[config.mk]
export PLATFORM = sky130hd
export DESIGN_NAME = la_iodeglitch
export DESIGN_NICKNAME = d
export VERILOG_FILES = /design/src/rtl/la_iodeglitch.sv
export SDC_FILE = /design/constraint.sdc
export NUM_CORES = 1
export LEC_CHECK = 0
export CAP_MARGIN = 20
export CORE_UTILIZATION = 45
export CTS_CLUSTER_SIZE = 28
export DETAILED_ROUTE_END_ITERATION = 10
export PLACE_DENSITY = 0.79
export SLEW_MARGIN = 20
export SYNTH_ARGS = -nofsm -noshare
export SYNTH_HDL_FRONTEND = slang
export SYNTH_SLANG_ARGS = --single-unit
[constraint.sdc]
create_clock -name clk -period 1.85 [get_ports clk]
set_input_delay 0.37 -clock clk [delete_from_list [all_inputs] [get_ports clk]]
set_output_delay 0.37 -clock clk [all_outputs]
set_load 0.005 [all_outputs]
[src/rtl/la_iodeglitch.sv]
// Pad input deglitcher: synchronizer chain, threshold-qualified level filter,
// edge pulses and a saturating count of rejected glitches.
module la_iodeglitch #(
   parameter int unsigned SYNCW = 2,
   parameter int unsigned CNTW  = 8,
   parameter int unsigned GCW   = 8
) (
   input  logic            clk,
   input  logic            rst,
   input  logic            in,
   input  logic            en,
   input  logic [CNTW-1:0] thresh,
   input  logic            gclr,
   output logic            out,
   output logic            rise,
   output logic            fall,
   output logic            pending,
   output logic [GCW-1:0]  gcnt
);

   typedef enum logic {STABLE = 1'b0, PENDING = 1'b1} state_t;

   state_t            state_q, state_d;
   logic [SYNCW-1:0]  sync_q;
   logic [CNTW-1:0]   cnt_q, cnt_d;
   logic              out_d, rise_d, fall_d;
   logic [GCW-1:0]    gcnt_d;
   logic              glitch;
   logic              s;

   assign s = sync_q[SYNCW-1];

   // Synchronizer runs independently of the filter enable
   always_ff @(posedge clk) begin
      if (rst) sync_q <= '0;
      else     sync_q <= {sync_q[SYNCW-2:0], in};
   end

   always_ff @(posedge clk) begin
      if (rst) begin
         state_q <= STABLE;
         cnt_q   <= '0;
         out     <= 1'b0;
         rise    <= 1'b0;
         fall    <= 1'b0;
         pending <= 1'b0;
         gcnt    <= '0;
      end else begin
         state_q <= state_d;
         cnt_q   <= cnt_d;
         out     <= out_d;
         rise    <= rise_d;
         fall    <= fall_d;
         pending <= (state_d == PENDING);
         gcnt    <= gcnt_d;
      end
   end

   always_comb begin
      state_d = state_q;
      cnt_d   = cnt_q;
      out_d   = out;
      rise_d  = 1'b0;
      fall_d  = 1'b0;
      glitch  = 1'b0;
      gcnt_d  = gcnt;

      if (!en) begin
         // Disabled: drop any qualification silently
         state_d = STABLE;
         cnt_d   = '0;
      end else begin
         case (state_q)
            STABLE: begin
               if (s != out) begin
                  if (thresh == '0) begin
                     out_d  = s;
                     rise_d = s;
                     fall_d = ~s;
                  end else begin
                     state_d = PENDING;
                     cnt_d   = CNTW'(1);
                  end
               end
            end
            PENDING: begin
               if (s == out) begin
                  state_d = STABLE;
                  cnt_d   = '0;
                  glitch  = 1'b1;
               end else if (cnt_q >= thresh) begin
                  // >= lets a lowered threshold accept immediately
                  out_d   = s;
                  rise_d  = s;
                  fall_d  = ~s;
                  state_d = STABLE;
                  cnt_d   = '0;
               end else begin
                  cnt_d = cnt_q + CNTW'(1);
               end
            end
            default: begin
               state_d = STABLE;
               cnt_d   = '0;
            end
         endcase
      end

      if (gclr)                        gcnt_d = '0;
      else if (glitch && (gcnt != '1)) gcnt_d = gcnt + GCW'(1);
   end

endmodule

After elaboration in Yosys (flattened, before gate mapping)
Cells that the tools add are included.
{ "totals": {"ff_bits": 22, "out_inout_bits": 12} }
{ "op_classes": {"order_cmp": 1, "n_eq_ne": 8, "addsub": 2, "n_bitwise": 3, "muxes": 28, "reduce_logical": 6} }
{ "ops": {"columns": ["op", "count"], "rows": [
  ["two-way mux 8 bit", 4],
  ["two-way mux 1 bit", 19],
  ["adder 8 x 1 -> 8 bit, second input constant", 2],
  ["case mux 8 bit (2 select lines)", 1],
  [">= comparator 8 bit", 1],
  ["zero test 8 bit", 1],
  ["!= test 2 bit, second input constant", 4],
  ["!= test 8 bit, second input constant", 1],
  ["case mux 1 bit (2 select lines)", 4],
  ["AND reduction 5 bit", 1],
  ["OR reduction 2 bit", 2],
  ["inverter 1 bit", 3],
  ["!= test 2 x 1 -> 1 bit, second input constant", 1],
  ["AND reduction 2 bit", 1],
  ["equality test 1 bit", 1],
  ["logical AND 1 bit", 1],
  ["!= test 1 bit", 1]
]} }

Logic depth before layout (Yosys ltp)
Gate-level depths: netlist of run 1.
{ "depth": {"word_depth": 5, "depth_mapped": 8, "ltp_nobuf": 7} }

Least setup slack after synthesis of run 1
OpenSTA, ideal clock, no wires.
{ "synth_path": {"path_kind": "register to register", "startpoint": "reg cnt_q[0]", "endpoint": "reg cnt_q[6]", "n_path_buf": 0, "arrival_ns": 1.940, "setup_slack_ns": -0.164, "synth_period_minus_slack_ns": 2.014, "stages_incl_launch_ff": 8, "path_cell_list": "dfxtp_1 > inv_1 > ha_1 > nand2b_1 > a2111oi_2 > o31a_2 > or4b_1 > a31oi_1"} }
{ "synth_via": {"elab_chain_cells": 4, "elab_cells_between_ends": 5, "classes_between": "add/sub: 1; order compare: 1; mux: 3"} }
{ "synth_lines": {"columns": ["item", "line_no", "text"], "rows": [
  ["start: declaration", "25", "logic [CNTW-1:0] cnt_q, cnt_d;"],
  ["start signal: assignment", "50", "cnt_q <= cnt_d;"],
  ["adder 8 x 1 -> 8 bit or >= comparator 8 bit (tied branches)", "99, 91", null],
  ["two-way mux 8 bit (*)", "91", "end else if (cnt_q >= thresh) begin"],
  ["two-way mux 8 bit (*)", "87", "if (s == out) begin"],
  ["case mux 8 bit (2 select lines) (*)", "73", "case (state_q)"]
]} }
Every way passes the cells marked *; elsewhere a longest branch is shown, timed or not.
A chain may end at the register's enable or synchronous reset.

Final worst setup path of run 1
Same ends and word-level chain as after synthesis.

==> results of run 1 <==
[cells in the mapped netlist (all sizes together)]
| library cell | number |
|---|---|
| and4 | 1 |
| nor2b | 4 |
| and4b | 2 |
| a311oi | 1 |
| nand3b | 2 |
| or2 | 3 |
| a22oi | 1 |
| o211ai | 1 |
| and2 | 1 |
| or2b | 1 |
| o2111a | 1 |
| buf | 2 |
| o31a | 1 |
| mux2i | 2 |
| a31oi | 4 |
| nand2b | 3 |
| xnor2 | 1 |
| nor2 | 16 |
| nand2 | 18 |
| inv | 8 |
| nor3 | 3 |
| or3 | 1 |
| nand3 | 7 |
| o221a | 1 |
| o21a | 3 |
| a2bb2oi | 1 |
| xor2 | 6 |
| and3 | 1 |
| clkbuf | 1 |
| nand4 | 4 |
| o21ai | 3 |
| a2111oi | 1 |
| a21oi | 4 |
| ha | 10 |
| or4b | 1 |
| o22a | 1 |
| or4 | 2 |
| dfxtp | 22 |
[cell type report]
type / count / area (sq um)
multi-input cells: 112 / 900
flip-flops and latches: 22 / 443
clock buffers: 3 / 22.5
well taps: 30 / 37.5
fillers: 196 / 709
repair buffers: 45 / 403
inverters: 8 / 30.0
[state kept, by name, indices dropped and copies added, names as in the netlist]
signal / count
cnt_q: 8
gcnt: 8
sync_q: 2
fall: 1
out: 1
rise: 1
state_q: 1
[timing repair]
action / 4_1_cts / 5_1_grt
buffers inserted: 5 / 2
pin swaps: 11 / 8
resized for setup: 16 / 15
endpoints found under the setup margin: 11 / 12
[metal layers]
metal / up-vias / GRT usage
met5: - / 0
met4: 0 / 0.107
met3: 8 / 0.0333
met2: 31 / 0.434
met1: 579 / 0.242
li1: 604 / -
[kinds of logic (layout without fill, tap and decap cells)]
logic type / Yosys count / count (layout) / synth area share
flip-flops: 22 / 22 / 0.353
XOR/XNOR: 7 / 7 / 0.0552
AO/OA/AOI/OAI: 23 / 23 / 0.143
buffers and inverters: 11 / 56 / 0.0351
multiplexers: 2 / 2 / 0.0161
adder cells (fa/ha/maj): 10 / 10 / 0.100
AND/OR/NAND/NOR: 70 / 70 / 0.297
[worst min-delay path by stage]
stage	endpoint	slack (ns)	from	cells past startpoint
finish	sync_q[1]	0.46	sync_q[0]	1
global route	sync_q[1]	0.49	sync_q[0]	1
CTS	sync_q[1]	0.46	sync_q[0]	1
detailed placement	sync_q[1]	0.43	sync_q[0]	1
global placement	sync_q[1]	0.42	sync_q[0]	1
floorplan	sync_q[1]	0.41	sync_q[0]	1
[worst max-delay path, delay by kind of cell, from the launching register on]
| kind | cells | cell delay, ns |
|---|---|---|
| compound gates | 3 | 0.64 |
| fa+ha+maj | 1 | 0.20 |
| buf+inv | 1 | 0.05 |
| flops | 1 | 0.35 |
| simple gates | 2 | 0.57 |
[per-stage QoR]
step | cell area [sq um] | hold WS [ns] | TNS (ns) | instances
final | 1840 | 0.463 | -0.0214 | 220
after global routing | 1840 | 0.494 | -0.122 | 220
after CTS | 1770 | 0.462 | -0.218 | 218
after detailed placement | 1660 | 0.433 | -4.79 | 211
after global placement | 1660 | 0.418 | -4.42 | 211
after floorplan | 1280 | 0.414 | -0.0271 | 145
[power by group]
group          internal, uW  switching (uW)  total, uW
sequential              477            2.86        480
combinational          62.3            49.7        112
clock                  76.1             142        218
==> impl_metrics.prom, run 1 <==
# TYPE chip_impl_metric gauge
chip_impl_metric{name="slew-limit-headroom",unit=""} 0.781
chip_impl_metric{name="synthesis.area_per_instance",unit="sq um"} 8.59
chip_impl_info{name="crit_path_end",value="cnt_q[6]"} 1
chip_impl_info{name="critPathCaptureType",value="register"} 1
chip_impl_metric{name="die_y",unit="um"} 54.6
chip_impl_metric{name="layout_min_cycle_time",unit="ns"} 1.87
chip_impl_metric{name="synthesis.nets",unit=""} 168
chip_impl_metric{name="clkLatencyLatePin",unit="ns"} 0.31
chip_impl_metric{name="drt-wirelength-per-cell",unit="um"} 14.7
chip_impl_metric{name="detailedPlace.worstSlack",unit="ns"} -0.559
chip_impl_metric{name="post_route_ant_nets",unit=""} 0
chip_impl_metric{name="setup-violations-final",unit=""} 1
chip_impl_metric{name="design.die.area",unit="sq um"} 2980
chip_impl_metric{name="detail_route.iter0.violations",unit=""} 15
chip_impl_metric{name="r2r_cells",unit=""} 7
chip_impl_metric{name="cts.sink_count",unit=""} 22
chip_impl_info{name="cts_tree",value="done"} 1
chip_impl_metric{name="reg2reg_setup_slack",unit="ns"} -0.02
chip_impl_metric{name="tritoncts.num_buffers",unit=""} 3
chip_impl_metric{name="routedLengthMet1",unit="um"} 1350
chip_impl_info{name="route.top_layer_used",value="met4"} 1
chip_impl_metric{name="totalPowerFinal",unit="uW"} 810
chip_impl_info{name="critical_path_type",value="reg2reg"} 1
chip_impl_metric{name="global_route.usage.total",unit=""} 0.229
chip_impl_metric{name="gpl.final_weighted_congestion",unit=""} 0.834
chip_impl_metric{name="dp_hpwl",unit="um"} 2180
chip_impl_info{name="failed_checks",value="negative setup slack"} 1
chip_impl_metric{name="dr_wl_met3",unit="um"} 123
chip_impl_metric{name="totalWireLength",unit="um"} 3240
chip_impl_metric{name="grt_remaining_overflow",unit=""} 0
chip_impl_info{name="final_cell_mix",value="21 x buf_4, 20 x dfxtp_1, 16 x nand2_1, 16 x clkdlybuf4s50_1, 14 x nor2_1"} 1
chip_impl_metric{name="postSynthRegisterBits",unit=""} 22
chip_impl_metric{name="port_buffers",unit=""} 24
chip_impl_metric{name="drt-vias-per-instance",unit=""} 5.55
chip_impl_metric{name="fp.coreArea",unit="sq um"} 2540
chip_impl_metric{name="drc",unit=""} 0
chip_impl_metric{name="timing_worst_slew_pin_value",unit="ns"} 0.329
chip_impl_info{name="netlist.top_cell.by_area",value="dfxtp_1"} 1
chip_impl_metric{name="cap_viol_max_count",unit=""} 0
chip_impl_info{name="run_status",value="finished with violations"} 1
chip_impl_metric{name="final.period_utilization",unit=""} 1.01
chip_impl_metric{name="yosysTopAreaCellShare",unit=""} 0.353
chip_impl_metric{name="layout_setup_ws",unit="ns"} -0.0214
chip_impl_metric{name="final_nets",unit=""} 215
chip_impl_metric{name="met2RoutedLength",unit="um"} 1700
chip_impl_metric{name="ctsLongestPathBuffers",unit=""} 2
chip_impl_metric{name="netlist_area",unit="sq um"} 1250
chip_impl_metric{name="power-per-cell-area",unit="nW/um^2"} 441
chip_impl_metric{name="crit_fanout",unit=""} 2
chip_impl_metric{name="routed-via-count",unit=""} 1222
chip_impl_metric{name="initial_core_util",unit=""} 0.490
chip_impl_metric{name="synth_sequential_area_ratio",unit=""} 0.353
chip_impl_info{name="cts_root_buffer",value="clkbuf_4"} 1
chip_impl_metric{name="grt_pass1_vias",unit=""} 1187
chip_impl_metric{name="synth-warning-count",unit=""} 0
chip_impl_metric{name="p_leak",unit="uW"} 0.000714
chip_impl_metric{name="final.setup_skew",unit="ns"} 0.00252
chip_impl_metric{name="grt_max_degree",unit=""} 13
chip_impl_metric{name="n_antenna_cell",unit=""} 0
chip_impl_metric{name="final_core_utilization",unit=""} 0.721
chip_impl_info{name="crit_path_cell_trace",value="inv_2 -> ha_4 -> nand2b_4 -> a2111oi_4 -> o31a_2 -> or4b_1 -> a31oi_1"} 1
chip_impl_metric{name="cp_data_required_time",unit="ns"} 2.09
chip_impl_info{name="r2r_end",value="cnt_q[6]"} 1
chip_impl_metric{name="drive_above_1_share",unit=""} 0.316
chip_impl_metric{name="grt_first_pass_wirelength",unit="um"} 4840
chip_impl_info{name="reg2reg_start",value="cnt_q[0]"} 1
chip_impl_info{name="setup.worst_path.start_class",value="register"} 1
chip_impl_metric{name="clkTransAtPathRegs",unit="ns"} 0.12
chip_impl_info{name="cp_slowest_cell",value="or4b_1"} 1
chip_impl_metric{name="ys_types",unit=""} 42
chip_impl_metric{name="timing_hold_violations_final",unit=""} 0
chip_impl_metric{name="drt_pre_antenna_iters",unit=""} 4
chip_impl_metric{name="synthToLayoutAreaGrowth",unit="%"} 47.3
chip_impl_metric{name="final_max_slew_viol_count",unit=""} 0
chip_impl_metric{name="fmaxAchievable",unit="MHz"} 534
chip_impl_info{name="synthTopCellsByArea",value="dfxtp_1 35%, ha_1 10%, nand2_1 5.4%, nor2_1 4.5%, xor2_1 3.5%"} 1
chip_impl_metric{name="grt_antenna_before_repair",unit=""} 0
chip_impl_info{name="worstSetupStartpoint",value="cnt_q[0]"} 1
chip_impl_info{name="mostFrequentLayoutCell",value="buf_4"} 1
chip_impl_metric{name="peakVddDrop",unit="uV"} 418
chip_impl_metric{name="number_of_hold_buffers_added_after_cts",unit=""} 0
chip_impl_metric{name="ioPinCount",unit=""} 25
chip_impl_metric{name="ctsHtreeMaxLevel",unit=""} 1
chip_impl_metric{name="critical-path-max-stage-delay",unit="ns"} 0.43
chip_impl_metric{name="floorplan.die.width",unit="um"} 54.6
chip_impl_metric{name="arrival",unit="ns"} 2.11
chip_impl_metric{name="synth_cells",unit=""} 145
chip_impl_metric{name="floorplan.rows",unit=""} 18
chip_impl_info{name="rsz0062_at_grt",value="true"} 1
chip_impl_info{name="min-delay-path-class",value="reg2reg"} 1
Note: power is estimated with default switching activity, not from simulation.
==> run 2: changes to the inputs <==
Settings changed: CAP_MARGIN 20 to 15.
==> results of run 2 <==
No change in the layout: final DEF, timing and power equal those of run 1.
==> run 3: changes to the inputs <==
Settings changed: PLACE_DENSITY 0.79 to default, PLACE_DENSITY_LB_ADDON from default to 0.12, SLEW_MARGIN 20 to 10.
==> run 3 against run 2 <==
  * The flow still finishes with violations (negative setup slack)
  * Non-clock buffer count increased by 4
  * Clock power is 17% higher
  * Register-to-register slack lost 0.09 ns
  * Final area grew 4.4%
  * Largest power group unchanged
==> impl_metrics.prom, run 3 (synthesis gave the netlist of run 1 again) <==
# TYPE chip_impl_metric gauge
chip_impl_metric{name="p_leak",unit="uW"} 0.000750
chip_impl_info{name="final_cell_mix",value="21 x buf_4, 19 x dfxtp_1, 16 x clkdlybuf4s50_1, 15 x nand2_1, 14 x nor2_1"} 1
chip_impl_metric{name="peakVddDrop",unit="uV"} 505
chip_impl_metric{name="totalWireLength",unit="um"} 3220
chip_impl_metric{name="layout_setup_ws",unit="ns"} -0.114
chip_impl_metric{name="detail_route.iter0.violations",unit=""} 33
chip_impl_metric{name="clkTransAtPathRegs",unit="ns"} 0.12
chip_impl_metric{name="nFillCells",unit=""} 193
chip_impl_metric{name="grt_first_pass_wirelength",unit="um"} 4760
chip_impl_metric{name="drt-vias-per-instance",unit=""} 5.46
chip_impl_metric{name="drt_pre_antenna_iters",unit=""} 4
chip_impl_metric{name="timing_worst_slew_pin_value",unit="ns"} 0.326
chip_impl_metric{name="power-per-cell-area",unit="nW/um^2"} 443
chip_impl_info{name="run_status",value="finished with violations"} 1
chip_impl_metric{name="global_route.usage.total",unit=""} 0.228
chip_impl_metric{name="setup-violations-final",unit=""} 1
chip_impl_metric{name="layout_min_cycle_time",unit="ns"} 1.96
chip_impl_metric{name="fp.coreArea",unit="sq um"} 2540
chip_impl_metric{name="final_nets",unit=""} 219
chip_impl_metric{name="cts.sink_count",unit=""} 22
chip_impl_metric{name="ioPinCount",unit=""} 25
chip_impl_metric{name="design.die.area",unit="sq um"} 2980
chip_impl_metric{name="final_max_slew_viol_count",unit=""} 0
chip_impl_metric{name="n_antenna_cell",unit=""} 0
chip_impl_metric{name="initial_core_util",unit=""} 0.490
chip_impl_metric{name="gpl.final_weighted_congestion",unit=""} 0.762
chip_impl_info{name="min-delay-path-class",value="reg2reg"} 1
chip_impl_metric{name="fmaxAchievable",unit="MHz"} 509
chip_impl_metric{name="crit_fanout",unit=""} 2
chip_impl_metric{name="cap_viol_max_count",unit=""} 0
chip_impl_metric{name="multi_input_comb_area",unit="sq um"} 901
chip_impl_metric{name="met2RoutedLength",unit="um"} 1630
chip_impl_info{name="biggestRegsByFlops",value="cnt_q (8), gcnt (8), sync_q (2)"} 1
chip_impl_metric{name="detailedPlace.worstSlack",unit="ns"} -0.548
chip_impl_metric{name="timing.hold.ws",unit="ns"} 0.462
chip_impl_metric{name="drt-wirelength-per-cell",unit="um"} 14.3
chip_impl_metric{name="ctsHtreeMaxLevel",unit=""} 1
chip_impl_metric{name="design_area",unit="sq um"} 1920
chip_impl_metric{name="dpl_cell_area",unit="sq um"} 1670
chip_impl_info{name="cts_root_buffer",value="clkbuf_4"} 1
chip_impl_metric{name="routed-via-count",unit=""} 1228
chip_impl_metric{name="final.period_utilization",unit=""} 1.06
chip_impl_metric{name="post_route_ant_nets",unit=""} 0
chip_impl_info{name="critical_path_type",value="reg2reg"} 1
chip_impl_metric{name="layout.area.seq",unit="sq um"} 444
chip_impl_metric{name="final.setup_skew",unit="ns"} 0.00333
chip_impl_metric{name="reg2reg_setup_slack",unit="ns"} -0.11
chip_impl_metric{name="cp_data_required_time",unit="ns"} 2.07
chip_impl_info{name="rsz0062_at_grt",value="true"} 1
chip_impl_metric{name="ctsLongestPathBuffers",unit=""} 2
chip_impl_info{name="failed_checks",value="negative setup slack"} 1
chip_impl_metric{name="dr_wl_met3",unit="um"} 146
chip_impl_metric{name="number_of_hold_buffers_added_after_cts",unit=""} 0
chip_impl_metric{name="timing_hold_violations_final",unit=""} 0
chip_impl_metric{name="routedLengthMet1",unit="um"} 1400
chip_impl_metric{name="fin_tns_setup",unit="ns"} -0.114
chip_impl_metric{name="clkLatencyLatePin",unit="ns"} 0.29
chip_impl_info{name="mostFrequentLayoutCell",value="buf_4"} 1
chip_impl_info{name="setup.worst_path.start_class",value="register"} 1
chip_impl_metric{name="port_buffers",unit=""} 24
chip_impl_metric{name="synthToLayoutAreaGrowth",unit="%"} 53.7
chip_impl_metric{name="die_y",unit="um"} 54.6
chip_impl_info{name="route.top_layer_used",value="met4"} 1
chip_impl_metric{name="arrival",unit="ns"} 2.19
chip_impl_info{name="critPathCaptureType",value="register"} 1
chip_impl_metric{name="floorplan.die.width",unit="um"} 54.6
chip_impl_metric{name="tritoncts.num_buffers",unit=""} 3
chip_impl_metric{name="slew-limit-headroom",unit=""} 0.782
chip_impl_metric{name="dp_hpwl",unit="um"} 2270
chip_impl_metric{name="grt_max_degree",unit=""} 13
chip_impl_metric{name="drive_above_1_share",unit=""} 0.349
chip_impl_metric{name="floorplan.rows",unit=""} 18
chip_impl_info{name="cts_tree",value="done"} 1
chip_impl_metric{name="totalPowerFinal",unit="uW"} 849
chip_impl_metric{name="drc",unit=""} 0
chip_impl_metric{name="grt_pass1_vias",unit=""} 1092
chip_impl_metric{name="grt_antenna_before_repair",unit=""} 0
chip_impl_metric{name="grt_remaining_overflow",unit=""} 0
==> run 3: cell count changes in the layout (fill, tap and decap cells not counted), sizes merged <==
cell           delta
buf               +3
clkbuf            +2
clkdlybuf4s15     +1
dlygate4sd2       -1
==> run 3: cell type report <==
class / count / share of cell area
Multi-Input combinational cell: 112 / 0.470
Timing Repair Buffer: 49 / 0.244
Sequential cell: 22 / 0.232
Tap cell: 30 / 0.0196
Clock buffer: 4 / 0.0189
Inverter: 8 / 0.0157
==> run 3: final timing paths <==
| kind | from | end | cells past startpoint |
|---|---|---|---|
| worst max-delay path | cnt_q[0] | cnt_q[6] | 7 |
| worst min-delay path | sync_q[0] | sync_q[1] | 1 |
| worst max register to register | cnt_q[0] | cnt_q[6] | 7 |
| worst min register to register | sync_q[0] | sync_q[1] | 1 |
==> run 3: per-stage QoR <==
stage                      util  std cells
after global routing      0.753        225
after global placement    0.656        213
after CTS                 0.699        219
final                     0.753        225
after detailed placement  0.656        213
after floorplan               -        145
==> run 3: where the power goes <==
| part | internal (uW) | total, uW | switching [uW] |
|---|---|---|---|
| Clock | 120 | 256 | 137 |
| Combinational | 64.2 | 113 | 49.0 |
| Sequential | 477 | 479 | 2.34 |
| Total | 661 | 849 | 188 |
==> run 3: metal layers <==
layer,track usage,vias up
met2,0.382,29
met3,0.0361,4
met1,0.297,577
li1,-,618
met5,0,-
met4,0.0684,0
==> run 3: repair_timing <==
| action | 4_1_cts | 5_1_grt |
|---|---|---|
| setup endpoints to repair | 11 | 14 |
| endpoints found under the hold margin | 0 | 0 |
| gates resized for setup | 14 | 25 |
| cloned | 0 | 1 |
| setup buffers | 2 | 5 |
| pin swaps | 7 | 15 |
==> run 3: worst max-delay path, stage by stage (launching register included) <==
cell and delay (ns):
dfxtp_2 0.34, inv_2 0.08, ha_4 0.20, nand2b_4 0.14, a2111oi_4 0.30, o31a_2 0.19, or4b_1 0.45, a31oi_1 0.18
